File: config.mk
export PLATFORM = sky130hd
export DESIGN_NAME = i2s_transmitter
export DESIGN_NICKNAME = d
export VERILOG_FILES = /design/src/rtl/i2s_transmitter.sv
export SDC_FILE = /design/constraint.sdc
export NUM_CORES = 1
export LEC_CHECK = 0
export ABC_AREA = 0
export ABC_CLOCK_PERIOD_IN_PS = 2800
export CAP_MARGIN = 10
export CORE_MARGIN = 5
export CORE_UTILIZATION = 63
export DETAILED_ROUTE_END_ITERATION = 8
export DONT_BUFFER_PORTS = 1
export PLACE_DENSITY_LB_ADDON = 0.15
export SLEW_MARGIN = 20
export SYNTH_ARGS = -nofsm -noshare
export SYNTH_HDL_FRONTEND = slang
export SYNTH_SLANG_ARGS = --single-unit
File: constraint.sdc
create_clock -name clk -period 2.8 [get_ports clk]
set_input_delay 0.56 -clock clk [delete_from_list [all_inputs] [get_ports clk]]
set_output_delay 0.56 -clock clk [all_outputs]
set_load 0.005 [all_outputs]
File: src/rtl/i2s_transmitter.sv
// I2S transmitter: divides the system clock down to BCLK/LRCLK and shifts stereo
// PCM frames out MSB first with the standard one-bit word-select delay.
`timescale 1ns/1ps

module i2s_transmitter #(
    parameter int CLK_DIV      = 49,
    parameter int SAMPLE_WIDTH = 16
) (
    input  logic                           clk,
    input  logic                           rst,
    input  logic signed [SAMPLE_WIDTH-1:0] i_left,
    input  logic signed [SAMPLE_WIDTH-1:0] i_right,
    input  logic                           i_valid,
    output logic                           o_ready,
    output logic                           o_bclk,
    output logic                           o_lrclk,
    output logic                           o_din,
    output logic                           o_underrun
);

    localparam int FRAME_W = 2 * SAMPLE_WIDTH;
    localparam int SLOT_W  = $clog2(FRAME_W);
    localparam int DIV_W   = (CLK_DIV > 1) ? $clog2(CLK_DIV) : 1;

    logic [DIV_W-1:0]   div_q, div_d;
    logic               bclk_q, bclk_d;
    logic [SLOT_W-1:0]  slot_q, slot_d;
    logic               lrclk_q, lrclk_d;
    logic [FRAME_W-1:0] shift_q, shift_d;
    logic               und_q, und_d;
    logic               full_q, full_d;

    logic signed [SAMPLE_WIDTH-1:0] buf_l_q;
    logic signed [SAMPLE_WIDTH-1:0] buf_r_q;

    logic               tick;
    logic               fall_tick;
    logic               load;
    logic               bypass;
    logic               accept;
    logic [FRAME_W-1:0] load_src;

    always_comb begin
        tick      = (div_q == DIV_W'(CLK_DIV - 1));
        fall_tick = tick && bclk_q;
        load      = fall_tick && (slot_q == '0);
        bypass    = load && !full_q && i_valid;
        accept    = i_valid && !full_q && !bypass;

        // Buffered pair wins over the live inputs; silence when neither exists.
        if (full_q) begin
            load_src = {buf_l_q, buf_r_q};
        end else if (i_valid) begin
            load_src = {i_left, i_right};
        end else begin
            load_src = '0;
        end
    end

    always_comb begin
        div_d   = tick ? '0 : div_q + 1'b1;
        bclk_d  = tick ? ~bclk_q : bclk_q;
        slot_d  = slot_q;
        lrclk_d = lrclk_q;
        shift_d = shift_q;
        und_d   = 1'b0;
        full_d  = full_q;

        if (fall_tick) begin
            slot_d  = (slot_q == SLOT_W'(FRAME_W - 1)) ? '0 : slot_q + 1'b1;
            lrclk_d = (slot_d >= SLOT_W'(SAMPLE_WIDTH));
            if (load) begin
                shift_d = load_src;
                und_d   = !full_q && !i_valid;
                if (full_q) begin
                    full_d = 1'b0;
                end
            end else begin
                shift_d = {shift_q[FRAME_W-2:0], 1'b0};
            end
        end

        if (accept) begin
            full_d = 1'b1;
        end
    end

    always_ff @(posedge clk or posedge rst) begin
        if (rst) begin
            div_q   <= '0;
            bclk_q  <= 1'b0;
            slot_q  <= '0;
            lrclk_q <= 1'b0;
            shift_q <= '0;
            und_q   <= 1'b0;
            full_q  <= 1'b0;
        end else begin
            div_q   <= div_d;
            bclk_q  <= bclk_d;
            slot_q  <= slot_d;
            lrclk_q <= lrclk_d;
            shift_q <= shift_d;
            und_q   <= und_d;
            full_q  <= full_d;
        end
    end

    // Holding-buffer payload is only meaningful while full_q is set, so it needs no reset.
    always_ff @(posedge clk) begin
        if (accept) begin
            buf_l_q <= i_left;
            buf_r_q <= i_right;
        end
    end

    assign o_ready    = ~full_q;
    assign o_bclk     = bclk_q;
    assign o_lrclk    = lrclk_q;
    assign o_din      = shift_q[FRAME_W-1];
    assign o_underrun = und_q;

endmodule

==> flow_summary.yaml <==
worst_setup_path:
  cp-start-kind: "flip-flop"
  arrival_ps: 2310
  critPathKind: "flip-flop to flip-flop"
  critPathMaxFanout: 21
  end_kind: "flip-flop"
  worstPathRequired_ps: 2890
power:
  seqPwrFrac_pct: 61.8
  intPower_mw: 1.54
  p_leak_nw: 1.26
  pwr-share-clk_pct: 37.4
  swShare_pct: 20.3
  p_switching_mw: 0.391
  p_per_area_mw_per_mm2: 503
  vdd_ir_drop_max_v: 0.000429
  combPwrFrac_pct: 0.8
placed_design:
  dp_hpwl_mm: 4.59
  dpl_worst_slack_ps: 620
  gp_congestion: 0.754
  dpl-instance-area_sq_mm: 0.00367
  portBuffers: 0
timing:
  hold-worst-slack_ps: 99.3
  slew_headroom_pct: 58.5
  min_period_ps: 2220
  slew_viol_final: 0
  fin_tns_setup_ps: 0
  rsz0062_at_grt: "no"
  fin_crit_sh_pct: 79.2
  worst_slack_ps: 582
  max_freq_ghz: 0.451
  finalClockSkew_ps: 8.31
  worst_pin_slew_ps: 619
  hold_viol_final: 0
  setup_viol: 0
grt:
  grt_overflow_total: 0
  grt_max_degree: 40
  antenna_found_initial: 0
  grt_pass1_wl_mm: 12.9
  grt_pass1_vias: 2492
  groute.usage.overall_pct: 22.6
synthesis:
  syn_area_sq_mm: 0.00361
  ys_types: 39
  syn_avg_cell_area_sq_um: 12.6
  ys_seq_area_share_pct: 58.6
  syn_inst: 286
  syn-num-nets: 326
  yosys_register_bits: 78
  yosys_warnings: 0
clock_network:
  post_cts_buffers: 0
  cts_tree: "done"
  clockBufferDepth: 2
  clockRootBuffer: "clkbuf_8"
  cts_resized: 0
  clkLatencyLatePin_ps: 340
  clk_pin_slew_ps: 80
  ctsHtreeMaxLevel: 3
  numCtsBuffers: 9
  cts.sink_count: 78
  ctsHoldBuffers: 0
finish:
  final_area_sq_mm: 0.00383
  drive_above_1_share_pct: 18.9
  fin_util_pct: 69.2
  syn_to_final_growth_pct: 6.21
  final_cell_mix: "dfrtp_1, o21ai_0, o31ai_1, nor2_1, edfxtp_1"
  fillers: 418
  final_common_cell: "dfrtp_1"
  num-nets-final: 320
  antennaDiodeCount: 0
route:
  dr.pass1.iters: 4
  first_iter_violations: 220
  wl_mm: 7.63
  vias: 2412
  vias_per_cell: 6.76
  drc: 0
  wire_per_inst_um: 21.4
  ant_nets: 0
floorplan:
  fp-row-count: 27
  dieArea_sq_mm: 0.00734
  ios: 40
  initial_core_util_pct: 65.1
  fp.dieH_um: 85.7
  die_x_um: 85.7
  core_area_sq_mm: 0.00554
flow_run:
  cap_violations: 0
hold_path:
  hp-class: "input port to async pin"
run_status:
  status: "finished, final reports clean"
## state kept, by name, indices dropped and copies added (netlist names)
register,cells
buf_r_q,16
shift_q,32
buf_l_q,16
o_underrun,1
full_q,1
o_bclk,1
slot_q,5
div_q,6
## synth_stat cells (all sizes together)
library cell   n  share of area (%)
xnor2          1               0.24
nand3          2               0.28
a311oi         1               0.24
clkbuf        17                1.8
o21a           1               0.21
and3           1               0.17
o21ai         35                4.9
xor2           1               0.24
o22a           1               0.24
o211ai         2               0.42
dfrtp         46                 32
or3            1               0.17
nor3           2               0.28
a221oi        30                 12
ha             5                1.7
a21oi          2               0.28
nor2b          3               0.52
edfxtp        32                 27
a22oi          1               0.21
nor2          33                3.4
nand2b         1               0.17
nand3b         4                1.2
inv            8               0.83
a21o           1               0.21
and4           1               0.24
nor4           2               0.52
o31ai         34                7.1
and2           1               0.17
or2            1               0.17
a22o           1               0.24
mux2           3               0.94
or4b           1               0.28
nor4b          1               0.42
buf           10                1.9
## metrics by stage
| stage | power [mW] | std cells |
|---|---|---|
| floorplan | 1.22 | 286 |
| global placement | 1.23 | 341 |
| detailed placement | 1.23 | 341 |
| CTS | 1.94 | 357 |
| global route | 2.01 | 357 |
| finish | 1.93 | 357 |
## kinds of logic (layout without fill, tap and decap cells)
family / Yosys count / count (layout) / share of synthesized area (%)
fa+ha+maj: 5 / 5 / 1.73
flops: 78 / 78 / 58.5
simple gates: 54 / 54 / 8.01
xor+xnor: 2 / 2 / 0.486
mux: 3 / 3 / 0.936
buf+inv: 35 / 34 / 4.51
compound gates: 109 / 109 / 25.8
## final timing paths
| path | slack (ps) | depth (start not counted) | end | from |
|---|---|---|---|---|
| max | 580 | 5 | buf_r_q[15] | slot_q[0] |
| min | 100 | 1 | shift_q[0] | rst |
| max reg2reg | 580 | 5 | buf_r_q[15] | slot_q[0] |
| min reg2reg | 500 | 1 | div_q[0] | div_q[0] |
| max in group asynchronous | 1880 | 2 | full_q | rst |
| min in group clk | 290 | 1 | o_underrun | i_valid |
## per-layer routing
layer / global-route usage (%) / wire length, um
met1: 31.4 / 3340
met2: 34.2 / 3670
met3: 7.49 / 519
met4: 6.47 / 93
met5: 0 / 0
## power by group through the flow
stage	Combinational [mW]	Clock, mW	Sequential [mW]
after floorplan	0.00999	0	1.21
after global placement	0.0161	0	1.21
after detailed placement	0.0160	0	1.21
after CTS	0.0162	0.735	1.19
after global routing	0.0184	0.803	1.19
final	0.0155	0.721	1.19
## area by class of cell
| type | instances | area (sq um) | share of cell area, % |
|---|---|---|---|
| clock inverters | 2 | 8.76 | 0.229 |
| inverters | 8 | 30.0 | 0.784 |
| multi-input cells | 173 | 1350 | 35.2 |
| flip-flops and latches | 78 | 2110 | 55.2 |
| clock buffers | 14 | 153 | 3.98 |
| repair buffers | 10 | 87.6 | 2.29 |
| well taps | 72 | 90.1 | 2.35 |
## critical path: stages, from the launching register on
cell     delay (ps)
dfrtp_1         420
inv_1            70
ha_1            180
or4b_2          610
o21a_1          410
buf_12          260
No activity file was read; power rests on OpenSTA's default activity.
